**src/rtl/serial_sample_capture_pkg.sv**
```systemverilog
// ---------------------------------------------------------------------------
// serial_capture_pkg
// Shared constants and helpers for the serial sample capture block.
//    LATCH_FALL / LATCH_RISE : values for the LATCH_EDGE parameter
//    MODE_TRUNC / MODE_ROUND : values for the ROUND parameter
//    width_ok()              : legality check on the input/output word widths
// ---------------------------------------------------------------------------
package serial_capture_pkg;

   localparam int LATCH_FALL = 0;
   localparam int LATCH_RISE = 1;
   localparam int MODE_TRUNC = 0;
   localparam int MODE_ROUND = 1;

   // The output can never be wider than the serial word. The shift register
   // also needs at least two bits so that its lower slice is well formed.
   function automatic bit width_ok(input int in_width, input int out_width);
      return (in_width >= 2) && (out_width >= 1) && (out_width <= in_width);
   endfunction

endpackage

```
**src/rtl/serial_sample_capture_if.sv**
```systemverilog
// ---------------------------------------------------------------------------
// serial_sample_capture_if
// Bundles the serial receive pins and the parallel sample outputs.
//    i_latch : word-select / latch strobe, sampled every clock
//    i_data  : one serial bit per channel, bit k = channel k
//    o_data  : parallel samples, channel k at [k*OUT_WIDTH +: OUT_WIDTH]
//    o_valid : one-cycle pulse when o_data has been updated
//    o_short : one-cycle pulse when a latch event arrived on a partial word
// master = the side driving the pins, slave = the capture block.
// ---------------------------------------------------------------------------
interface serial_sample_capture_if #(
   parameter int CHANNELS  = 2,
   parameter int OUT_WIDTH = 16
);

   logic                          i_latch;
   logic [CHANNELS-1:0]           i_data;
   logic [CHANNELS*OUT_WIDTH-1:0] o_data;
   logic                          o_valid;
   logic                          o_short;

   modport master (
      output i_latch, i_data,
      input  o_data, o_valid, o_short
   );

   modport slave (
      input  i_latch, i_data,
      output o_data, o_valid, o_short
   );

endinterface

```
**src/rtl/serial_sample_lane.sv**
```systemverilog
// ---------------------------------------------------------------------------
// serial_sample_lane
// One serial data lane: an MSB-first shift register plus the conversion from
// the IN_WIDTH serial word to an OUT_WIDTH sample (truncate, or round half-up
// with saturation at positive full scale).
//    clk     : bit clock
//    rst_n   : synchronous reset, active low
//    bit_in  : serial data bit for this lane
//    load_en : copy the converted pre-shift word into sample on this edge
//    sample  : registered parallel output sample
// ---------------------------------------------------------------------------
module serial_sample_lane
   import serial_capture_pkg::*;
#(
   parameter int IN_WIDTH  = 18,
   parameter int OUT_WIDTH = 16,
   parameter int ROUND     = MODE_TRUNC
) (
   input  logic                 clk,
   input  logic                 rst_n,
   input  logic                 bit_in,
   input  logic                 load_en,
   output logic [OUT_WIDTH-1:0] sample
);

   localparam int DROP = IN_WIDTH - OUT_WIDTH;

   logic [IN_WIDTH-1:0]  shift;
   logic [OUT_WIDTH-1:0] upper;
   logic [OUT_WIDTH-1:0] converted;

   assign upper = shift[IN_WIDTH-1 -: OUT_WIDTH];

   // Conversion is purely combinational on the current (pre-shift) register,
   // which is exactly the completed word on a latch event clock.
   generate
      if (DROP == 0) begin : g_pass
         assign converted = upper;
      end else if (ROUND == MODE_ROUND) begin : g_round
         logic [OUT_WIDTH:0] sum;
         // Sign-extend by one bit so the carry out of the rounding add is
         // visible; the two top bits disagree only when a non-negative word
         // rounds past the positive maximum.
         assign sum = {upper[OUT_WIDTH-1], upper} + {{OUT_WIDTH{1'b0}}, shift[DROP-1]};
         assign converted = (sum[OUT_WIDTH] != sum[OUT_WIDTH-1])
                          ? {1'b0, {(OUT_WIDTH-1){1'b1}}}
                          : sum[OUT_WIDTH-1:0];
      end else begin : g_trunc
         assign converted = upper;
      end
   endgenerate

   // The shift register runs every clock, including latch event clocks: the
   // bit arriving with the event is the first bit of the following word.
   // The sample register only moves when the top block says the word is full.
   always_ff @(posedge clk) begin
      if (!rst_n) begin
         shift  <= '0;
         sample <= '0;
      end else begin
         shift <= {shift[IN_WIDTH-2:0], bit_in};
         if (load_en) begin
            sample <= converted;
         end
      end
   end

endmodule

```
**src/rtl/serial_sample_capture.sv**
```systemverilog
// ---------------------------------------------------------------------------
// serial_sample_capture
// Multi-channel serial-to-parallel capture for DAC input streams. All lanes
// share one latch-edge detector and one bit counter, so every lane updates on
// the same edge. A latch event on a complete word produces o_valid one cycle
// later; a latch event on a partial word produces o_short instead and leaves
// o_data untouched.
//    i_clk   : bit clock, all logic on posedge
//    i_rst_n : synchronous reset, active low
//    bus     : slave side of serial_sample_capture_if (i_latch, i_data in;
//              o_data, o_valid, o_short out)
// ---------------------------------------------------------------------------
module serial_sample_capture
   import serial_capture_pkg::*;
#(
   parameter int CHANNELS   = 2,
   parameter int IN_WIDTH   = 18,
   parameter int OUT_WIDTH  = 16,
   parameter int LATCH_EDGE = LATCH_FALL,
   parameter int ROUND      = MODE_TRUNC
) (
   input  logic                   i_clk,
   input  logic                   i_rst_n,
   serial_sample_capture_if.slave bus
);

   localparam int                CW   = $clog2(IN_WIDTH + 1);
   localparam logic [CW-1:0]     FULL = CW'(IN_WIDTH);
   localparam logic              LATCH_IDLE = (LATCH_EDGE == LATCH_RISE);

   generate
      if (!width_ok(IN_WIDTH, OUT_WIDTH)) begin : g_bad_width
         $error("serial_sample_capture: OUT_WIDTH must not exceed IN_WIDTH");
      end
   endgenerate

   logic                          r_latch_d;
   logic                          latch_event;
   logic [CW-1:0]                 bit_count;
   logic                          word_full;
   logic                          load_en;
   logic [CHANNELS*OUT_WIDTH-1:0] data_bus;

   // Edge detect against the previous latch sample. The delay register resets
   // to the idle level of the selected edge so reset release never fires.
   assign latch_event = (LATCH_EDGE == LATCH_RISE) ? (~r_latch_d &  bus.i_latch)
                                                   : ( r_latch_d & ~bus.i_latch);
   assign word_full   = (bit_count >= FULL);
   assign load_en     = latch_event & word_full;

   // Delay register, bit counter and the two status pulses. The counter
   // restarts at 1 on an event because that clock already shifts in the
   // first bit of the next word; otherwise it counts up and parks at FULL.
   always_ff @(posedge i_clk) begin
      if (!i_rst_n) begin
         r_latch_d   <= LATCH_IDLE;
         bit_count   <= '0;
         bus.o_valid <= 1'b0;
         bus.o_short <= 1'b0;
      end else begin
         r_latch_d   <= bus.i_latch;
         bus.o_valid <= load_en;
         bus.o_short <= latch_event & ~word_full;
         if (latch_event) begin
            bit_count <= CW'(1);
         end else if (!word_full) begin
            bit_count <= bit_count + CW'(1);
         end
      end
   end

   // One lane per channel, all loading from the shared enable.
   generate
      for (genvar k = 0; k < CHANNELS; k++) begin : g_lane
         serial_sample_lane #(
            .IN_WIDTH  (IN_WIDTH),
            .OUT_WIDTH (OUT_WIDTH),
            .ROUND     (ROUND)
         ) u_lane (
            .clk     (i_clk),
            .rst_n   (i_rst_n),
            .bit_in  (bus.i_data[k]),
            .load_en (load_en),
            .sample  (data_bus[k*OUT_WIDTH +: OUT_WIDTH])
         );
      end
   endgenerate

   assign bus.o_data = data_bus;

endmodule

```
**src/flat_wrapper.sv**
```systemverilog
// flat-port wrapper written by rule: the top's interface ports become plain ports
module serial_sample_capture_flat import serial_capture_pkg::*;
#(
   parameter int CHANNELS   = 2,
   parameter int IN_WIDTH   = 18,
   parameter int OUT_WIDTH  = 16,
   parameter int LATCH_EDGE = LATCH_FALL,
   parameter int ROUND      = MODE_TRUNC
)
  (i_clk, i_rst_n, bus_i_latch, bus_i_data, bus_o_data, bus_o_valid, bus_o_short);
  serial_sample_capture_if #(.CHANNELS(CHANNELS), .OUT_WIDTH(OUT_WIDTH)) bus_i ();
  input  logic i_clk;
  input  logic i_rst_n;
  input wire logic [$bits(bus_i.i_latch)-1:0] bus_i_latch;
  input wire logic [$bits(bus_i.i_data)-1:0] bus_i_data;
  output wire logic [$bits(bus_i.o_data)-1:0] bus_o_data;
  output wire logic [$bits(bus_i.o_valid)-1:0] bus_o_valid;
  output wire logic [$bits(bus_i.o_short)-1:0] bus_o_short;
  assign bus_i.i_latch = bus_i_latch;
  assign bus_i.i_data = bus_i_data;
  assign bus_o_data = bus_i.o_data;
  assign bus_o_valid = bus_i.o_valid;
  assign bus_o_short = bus_i.o_short;
  serial_sample_capture #(.CHANNELS(CHANNELS), .IN_WIDTH(IN_WIDTH), .OUT_WIDTH(OUT_WIDTH), .LATCH_EDGE(LATCH_EDGE), .ROUND(ROUND)) u_core (.i_clk(i_clk), .i_rst_n(i_rst_n), .bus(bus_i));
endmodule
```
**config.mk**
```make
export PLATFORM = sky130hd
export DESIGN_NAME = serial_sample_capture_flat
export DESIGN_NICKNAME = d
export VERILOG_FILES = /design/src/rtl/serial_sample_capture_pkg.sv /design/src/rtl/serial_sample_capture_if.sv /design/src/rtl/serial_sample_lane.sv /design/src/rtl/serial_sample_capture.sv /design/src/flat_wrapper.sv
export SDC_FILE = /design/constraint.sdc
export NUM_CORES = 1
export LEC_CHECK = 0
export CAP_MARGIN = 30
export CORE_MARGIN = 1
export CORE_UTILIZATION = 54
export DETAILED_ROUTE_END_ITERATION = 7
export DONT_BUFFER_PORTS = 1
export GPL_TIMING_DRIVEN = 0
export PLACE_DENSITY = 0.69
export SYNTH_ARGS = -nofsm -noshare
export SYNTH_HDL_FRONTEND = slang
export SYNTH_SLANG_ARGS = --single-unit
```
**constraint.sdc**
```tcl
create_clock -name i_clk -period 1.9 [get_ports i_clk]
set_clock_uncertainty 0.2 [all_clocks]
set_input_delay 0.19 -clock i_clk [delete_from_list [all_inputs] [get_ports i_clk]]
set_output_delay 0.19 -clock i_clk [all_outputs]
set_load 0.01 [all_outputs]
```
# Yosys cells after proc, flatten, opt, wreduce, memory -nomap -nowiden
# Index checks and enable logic that the tools add are counted.
op_classes:
  eq_ne: 1
  n_bitwise: 6
  magnitude_cmp: 1
  n_addsub: 1
  muxes: 2
  n_reduce_logical: 1
op_table:
  columns: ["operator", "count"]
  rows:
  - ["adder 5 x 1 -> 5 bit (second input constant)", 1]
  - [">= comparator 5 bit (second input constant)", 1]
  - ["AND 1 bit", 3]
  - ["inverter 1 bit", 3]
  - ["2-to-1 mux 1 bit", 2]
  - ["!= test 2 x 1 -> 1 bit (second input constant)", 1]
  - ["OR reduction 2 bit", 1]
word_totals:
  inputBits: 5
  out_inout_bits: 34
  regBits: 76
  word_cells: 21

# Depth between registers and ports, before layout
# Gate-level depths: netlist of the first run.
logic_depth:
  ltp_word: 3
  depth_mapped: 6
  depth_no_buf: 5

# Cells and area by module
# A second synthesis of the first run with hierarchy kept.
hier_totals:
  hier_cells: 212
  area_unflattened_um2: 2533.7
by_module_without_submodules:
  columns: ["module", "instances", "area_each_um2", "seq_area_each_um2", "cells_each"]
  rows:
  - ["serial_sample_lane", 2, 1096.1, 680.7, 89]
  - ["serial_sample_capture", 1, 341.6, 160.2, 34]

# Worst setup path before layout of the first run
# Ideal clock, no wire load.
synth_timing:
  kind: "reg-to-reg"
  from: "reg u_core.bit_count[0]"
  to: "reg u_core.g_lane[0].u_lane.sample[0]"
  arrival_time_ps: 1370
  setup_ps: 120
  stages_incl_launch_ff: 7
  required_time_ps: 1580
  period_less_slack_ps: 1690
  slack_ps: 210
  path_cell_list: "dfxtp_1 > inv_1 > ha_1 > o41ai_4 > nor2_4 > buf_6 > mux2i_1"
synth_between:
  elab_chain_cells: 2
synth_rtl:
  columns: ["element", "line_no", "text"]
  rows:
  - ["start: declaration", "serial_sample_capture.sv:39", "logic [CW-1:0] bit_count;"]
  - ["start signal: assignment", "serial_sample_capture.sv:67", "bit_count <= bit_count + CW'(1);"]
  - [">= comparator 5 bit", "serial_sample_capture.sv:48", "assign word_full = (bit_count >= FULL);"]
  - ["AND 1 bit", "serial_sample_capture.sv:49", "assign load_en = latch_event & word_full;"]
  - ["end signal: assignment", "serial_sample_lane.sv:63", "sample <= converted;"]
  - ["end: declaration", "serial_sample_lane.sv:23", "output logic [OUT_WIDTH-1:0] sample"]
# Every way passes these cells.
# A chain may end at the register's enable or synchronous reset.

# Worst setup path after layout of the first run
layout_timing:
  from: "reg u_core.bit_count[0]"
  to: "reg u_core.g_lane[1].u_lane.sample[0]"
layout_between:
  elab_chain_cells: 2
layout_rtl:
  columns: ["element", "line_no"]
  rows:
  - [">= comparator 5 bit", "serial_sample_capture.sv:48"]
  - ["AND 1 bit", "serial_sample_capture.sv:49"]
  - ["end signal: assignment", "serial_sample_lane.sv:63"]
  - ["end: declaration", "serial_sample_lane.sv:23"]
# Every way passes these cells.

==> results of run 1 <==
==> cell usage after synthesis, drive strengths merged <==
| cell type | number | area, sq um |
|---|---|---|
| and3 | 1 | 6.26 |
| xor2 | 1 | 8.76 |
| a31oi | 1 | 6.26 |
| nand2 | 66 | 248 |
| clkbuf | 7 | 26.3 |
| nand2b | 1 | 6.26 |
| xnor2 | 1 | 8.76 |
| and2 | 7 | 43.8 |
| buf | 4 | 37.5 |
| ha | 2 | 25.0 |
| o21ai | 1 | 5.00 |
| nand3b | 1 | 7.51 |
| a21oi | 1 | 5.00 |
| dfxtp | 76 | 1520 |
| o41ai | 1 | 27.5 |
| nor2b | 1 | 6.26 |
| nor2 | 5 | 26.3 |
| inv | 33 | 124 |
| a22oi | 1 | 7.51 |
| mux2i | 32 | 320 |
| a21boi | 1 | 7.51 |
| nand4b | 1 | 8.76 |
==> sequential cells by signal, indices dropped and copies added (netlist names) <==
register and flops:
u_core.bit_count 5, u_core.bus.o_valid 1, u_core.r_latch_d 1, u_core.bus.o_short 1, u_core.g_lane.u_lane.sample 32, u_core.g_lane.u_lane.shift 36
==> per-layer routing <==
metal | share of wire, % | GRT usage (%)
met1 | 47 | 20.5
met2 | 45 | 27.2
met3 | 6.0 | 7.99
met4 | 2.3 | 11.1
met5 | 0 | 0
==> repair_timing <==
item / in CTS / in global routing
setup buffers: 0 / 8
endpoints found under the setup margin: 0 / 30
endpoints found under the hold margin: 6 / 0
gates resized for setup: 0 / 9
hold buffers: 4 / 0
==> power by group through the flow <==
stage | clock [mW] | sequential (mW) | combinational [mW]
floorplan | 0 | 1.65 | 0.0421
global placement | 0 | 1.65 | 0.0544
detailed placement | 0 | 1.65 | 0.0554
CTS | 1.53 | 1.62 | 0.0630
global route | 1.58 | 1.62 | 0.0796
finish | 1.50 | 1.62 | 0.0707
==> logic make-up (layout without fill, tap and decap cells) <==
family | after synthesis | count (layout)
adder cells (fa/ha/maj) | 2 | 2
multiplexers | 32 | 32
buffers and inverters | 44 | 74
flip-flops | 76 | 76
AO/OA/AOI/OAI | 6 | 6
AND/OR/NAND/NOR | 83 | 83
XOR/XNOR | 2 | 2
==> worst register-to-register path: stages, from the launching register on <==
cell,delay [ns]
dfxtp_4,0.37
inv_2,0.05
ha_4,0.16
o41ai_4,0.44
nor2_4,0.09
buf_12,0.16
buf_8,0.13
mux2i_1,0.16
==> metrics by stage <==
stage | instance area [sq um] | cells | setup slack (ns) | setup TNS, ns
after CTS | 2840 | 317 | 0.0195 | 0
after global routing | 2990 | 327 | -0.00773 | -0.00773
after floorplan | 2480 | 245 | 0.210 | 0
after detailed placement | 2550 | 297 | 0.0491 | 0
after global placement | 2550 | 297 | 0.0666 | 0
final | 2990 | 327 | 0.0540 | 0
==> path summary, 6_finish.rpt <==
path                                                     from                                        endpoint  slack [ns]  cells after the start
setup reg to reg             u_core.bit_count[0]$_SDFFE_PN0P_  u_core.g_lane[1].u_lane.sample[0]$_SDFFE_PN0P_        0.05                      7
hold / removal                                        i_rst_n    u_core.g_lane[0].u_lane.shift[17]$_SDFF_PN0_        0.07                      3
hold reg to reg   u_core.g_lane[0].u_lane.shift[0]$_SDFF_PN0_     u_core.g_lane[0].u_lane.shift[1]$_SDFF_PN0_        0.23                      1
setup / recovery             u_core.bit_count[0]$_SDFFE_PN0P_  u_core.g_lane[1].u_lane.sample[0]$_SDFFE_PN0P_        0.05                      7
==> area by class of cell <==
| cell class | count | area (sq um) |
|---|---|---|
| Timing Repair Buffer | 14 | 163 |
| Buffer | 11 | 75.1 |
| Fill cell | 368 | 1390 |
| Inverter | 33 | 124 |
| Sequential cell | 76 | 1530 |
| Clock inverter | 4 | 95.1 |
| Multi-Input combinational cell | 125 | 787 |
| Tap cell | 52 | 65.1 |
| Clock buffer | 12 | 155 |
==> results.cfg, run 1 <==
[layout]
area_growth_pct = 20.4
final_cell_mix = 74 x dfxtp_1, 66 x nand2_1, 32 x mux2i_1, 32 x inv_1, 11 x clkbuf_8
fin_util_pct = 68.2
drive_gt1_share_pct = 12.4
layout_commonest_cell = dfxtp_1
n_antenna_cell = 0
nNetsFinal = 277

[global_routing]
grt_usage_pct = 17.9
grt_max_degree = 13
grt_pass1_wl_microns = 6580
grt_pass1_vias = 1480
antenna_found_initial = 0
overflow = 0

[synthesis]
ys_warn_count = 0
synthMuxAreaShare_pct = 12.9
yosys.area_share.adder_pct = 1.01
synth.distinct_cells = 24
synth-seq-cells = 76
ys_seq_area_share_pct = 61.3
syn_nets = 252
synth_top_family_by_area = simple AND/OR/NAND/NOR gates
synth-xor-area-share_pct = 0.705
synth-compound-area-share_pct = 2.37
synthCells = 245
synth-simple-area-share_pct = 14.2
syn_avg_cell_area_sq_um = 10.1
synthesis.area_sq_um = 2480

[worst_setup_path]
critPathTopFamily = compound AO/OA/AOI/OAI gates
startpoint_type = register
cp.arrival_ns = 1.90
path_cells = inv_2, ha_4, o41ai_4, nor2_4, buf_12, buf_8, mux2i_1
cp_num_buf_inv = 3
cpMaxStageDelayCell = o41ai_4
critPathRequiredTime_ns = 1.95
crit_path_end_kind = register
crit_fanout = 6
cpPeakStageDelay_ns = 0.44
critPathKind = reg -> reg

[run_status]
outcome = finished, final reports clean

[timing]
fin_crit_ns = 1.85
setup_violations = 0
final-hold-violation-count = 0
period_share_pct = 97.2
slew_viol_final = 0
worst_pin_slew_ns = 0.460
hold_slack_ns = 0.0701
fmax_mhz = 542
relSlewSlack_pct = 69.3

[route]
wire_per_inst_microns = 13.0
drt_drc_violations_left = 0
routed_wl_microns = 4250
drt_iter0_drc = 72
first_pass_iters = 4
avgViaCountPerCell = 4.74
num_vias = 1549
drt.antenna.violating_nets = 0

[clocking]
numCtsBuffers = 9
path_clk_slew_ns = 0.07
clockBufferDepth = 2
clk_latency_ns = 0.34
ctsHtreeMaxLevel = 3
clock-sinks = 76
cts_tree = done
cts_root_buffer = clkbuf_8

[power]
swShare_pct = 19.1
finalPower_mw = 3.19
p_switching_mw = 0.609
p_int_mw = 2.58
share_comb_of_total_power_pct = 2.2
vdd_ir_drop_max_v = 0.000747
power.clock.fraction_pct = 47.0
pwr-share-seq_pct = 50.8
powerDensity_nw_per_um2 = 1070
power_leakage_nw = 1.35

[floorplanning]
start_util_pct = 56.6
fp.dieH_microns = 69.8
ios = 39
core_sq_um = 4380
dieArea_sq_um = 4870
row_count = 24
die_w_microns = 69.8

[place]
dpl.hpwl_microns = 2580
gp_congestion = 0.724
io_buffer_count = 0

[hold_path]
hp-class = in -> reg

[job]
maxCapViolations = 0
No activity file was read; power rests on OpenSTA's default activity.
==> run 2, diff against run 1 <==
--- a/config.mk
+++ b/config.mk
@@ -5,6 +5,7 @@
 export SDC_FILE = /design/constraint.sdc
 export NUM_CORES = 1
 export LEC_CHECK = 0
+export ABC_AREA = 1
 export CAP_MARGIN = 30
 export CORE_MARGIN = 1
 export CORE_UTILIZATION = 54
==> run 2 against run 1 <==
Register-to-register slack gained 0.13 ns. Via count grew 24%. Clock-buffer cell count up 2. Clock power fell by 17%. Largest cell class unchanged.
==> results.cfg, run 2 <==
[worst_setup_path]
crit_fanout = 10
cp_num_buf_inv = 2
cpMaxStageDelayCell = dfxtp_1
path_cells = inv_1, ha_1, nor2_1, nand2_2, nand3_4, buf_2, nor2_1, nor2_1
cp_common_cell = nor2_1
critPathRequiredTime_ns = 1.98
reg2reg_from = u_core.bit_count[0]$_SDFFE_PN0P_
critPathKind = reg -> reg
crit_path_end_kind = register
worstSetupStartpoint = u_core.bit_count[0]$_SDFFE_PN0P_
cpPeakStageDelay_ns = 0.39
cp.arrival_ns = 1.80
startpoint_type = register
critPathTopFamily = simple AND/OR/NAND/NOR gates

[synthesis]
yosys.area_share.adder_pct = 0.934
synthesis.area_sq_um = 2680
synth-xor-area-share_pct = 0.327
synth_area_leaders = dfxtp_1 57%, nand2_1 16%, inv_1 11%
synthTopCellsByCount = 112 x nand2_1, 76 x dfxtp_1, 75 x inv_1, 68 x nor2_1, 7 x buf_2
synth_ff_type = dfxtp_1
synth-seq-cells = 76
synth.distinct_cells = 16
synth-simple-area-share_pct = 26.9
ys_seq_area_share_pct = 56.8
synth_edf_count = 0
syn_avg_cell_area_sq_um = 7.42
synthCells = 361
synthArstFlopShare_pct = 0
yosysTopAreaCell = dfxtp_1
synth_top_area_share_pct = 56.8
synth-compound-area-share_pct = 1.12
synth_top_family_by_area = simple AND/OR/NAND/NOR gates
synthMostInstantiatedCell = nand2_1
synthMuxAreaShare_pct = 0
syn_nets = 368
ys_warn_count = 0

[layout]
reg_top3 = u_core.g_lane.u_lane.shift x36, u_core.g_lane.u_lane.sample x32, u_core.bit_count x5
largest_reg_flops = 36
drive_gt1_share_pct = 6.86
nNetsFinal = 382
final_cell_mix = 112 x nand2_1, 76 x dfxtp_1, 75 x inv_1
n_antenna_cell = 0
fin_area_sq_um = 3000
top_register = u_core.g_lane.u_lane.shift
area_growth_pct = 11.8
layout_commonest_cell = nand2_1
finalNonFillerCells = 446
fin_util_pct = 63.0
n_fill_cell = 443

[route]
num_vias = 1926
first_pass_iters = 4
drt_iter0_drc = 89
wl_met3_microns = 234
avgViaCountPerCell = 4.32
drt_drc_violations_left = 0
routed_wl_microns = 4420
wl_met1_microns = 2070
met2_wirelength_microns = 2010
wire_per_inst_microns = 9.90
drt.antenna.violating_nets = 0
routed.top_layer = met4

[timing]
slew_viol_final = 0
final-hold-violation-count = 0
hold_slack_ns = 0.0238
worst_slack_ns = 0.181
fmax_mhz = 582
rsz0062_at_grt = false
fin_crit_ns = 1.72
tns_ns = 0
worst_pin_slew_ns = 0.514
setup_violations = 0
period_share_pct = 90.5
relSlewSlack_pct = 65.3

[floorplanning]
dieArea_sq_um = 5250
row_count = 25
fp.dieH_microns = 72.4
start_util_pct = 56.3
ios = 39
core_sq_um = 4750
die_w_microns = 72.4

[global_routing]
grt_max_degree = 12
grt_pass1_vias = 1639
grt_pass1_wl_microns = 6990
antenna_found_initial = 0
grt_usage_pct = 17.8
overflow = 0

[clocking]
path_clk_slew_ns = 0.07
clockBufferDepth = 2
ctsHtreeMaxLevel = 3
cts_tree = done
clock-sinks = 76
clk_latency_ns = 0.34
numCtsBuffers = 9
cts_setup_buffers = 0
cts_root_buffer = clkbuf_8

[power]
power_leakage_nw = 1.80
vdd_ir_drop_max_v = 0.000562
powerDensity_nw_per_um2 = 982
finalPower_mw = 2.94

[place]
io_buffer_count = 0
dpl_cell_area_sq_um = 2760
gp_congestion = 0.739
dpl.hpwl_microns = 2860
pre_cts_slack_ns = 0.202
place_inst = 428

[job]
maxCapViolations = 0

[hold_path]
hp-class = in -> reg
min_from = bus_i_latch

[run_status]
outcome = finished, final reports clean
-- run 2: changes by cell type in the layout (fill, tap and decap cells not counted), moves of 3 or more --
| cell | change |
|---|---|
| nor2_1 | +64 |
| nand3_1 | +3 |
| nand2_1 | +46 |
| mux2i_1 | -32 |
| inv_1 | +43 |
| buf_6 | +3 |
| and2_1 | -7 |
| a21oi_1 | +4 |
| buf_2 | +7 |
| buf_8 | -3 |
| buf_4 | -6 |
-- run 2: what timing repair did --
action	CTS	global route
hold endpoints to repair	6	0
gates resized for setup	0	0
endpoints found under the setup margin	0	0
hold buffers	3	0
-- run 2: worst paths after layout --
kind	end	slack, ns	cells after the start
max	u_core.g_lane[1].u_lane.sample[12]$_SDFFE_PN0P_	0.18	8
min	u_core.bit_count[3]$_SDFFE_PP0N_	0.02	2
max reg2reg	u_core.g_lane[1].u_lane.sample[12]$_SDFFE_PN0P_	0.18	8
min reg2reg	u_core.g_lane[0].u_lane.shift[2]$_SDFF_PN0_	0.21	2
-- run 2: cell type report --
| type | instances | area [sq um] | area share (%) |
|---|---|---|---|
| inverters | 75 | 282 | 9.40 |
| multi-input cells | 195 | 785 | 26.2 |
| flip-flops and latches | 76 | 1520 | 50.8 |
| plain buffers | 15 | 91.3 | 3.05 |
| repair buffers | 3 | 30.0 | 1.00 |
| clock buffers | 14 | 173 | 5.76 |
| well taps | 67 | 83.8 | 2.80 |
| clock inverters | 1 | 30.0 | 1.00 |
-- run 2: routing by layer --
layer | up-vias | global-route usage [%]
li1 | 1044 | -
met1 | 832 | 21.0
met2 | 40 | 27.9
met3 | 10 | 6.94
met4 | 0 | 9.80
met5 | - | 0
-- run 2: kinds of logic (layout without fill, tap and decap cells) --
logic type / count (synthesis) / in the layout
flip-flops: 76 / 76
AND/OR/NAND/NOR: 186 / 186
XOR/XNOR: 1 / 1
adder cells (fa/ha/maj): 2 / 2
AO/OA/AOI/OAI: 6 / 6
buffers and inverters: 90 / 108
-- run 2: power by group --
group          switching [mW]  internal (mW)  total (mW)
logic                  0.0529         0.0246      0.0775
clock network           0.538          0.709        1.25
registers              0.0108           1.61        1.62
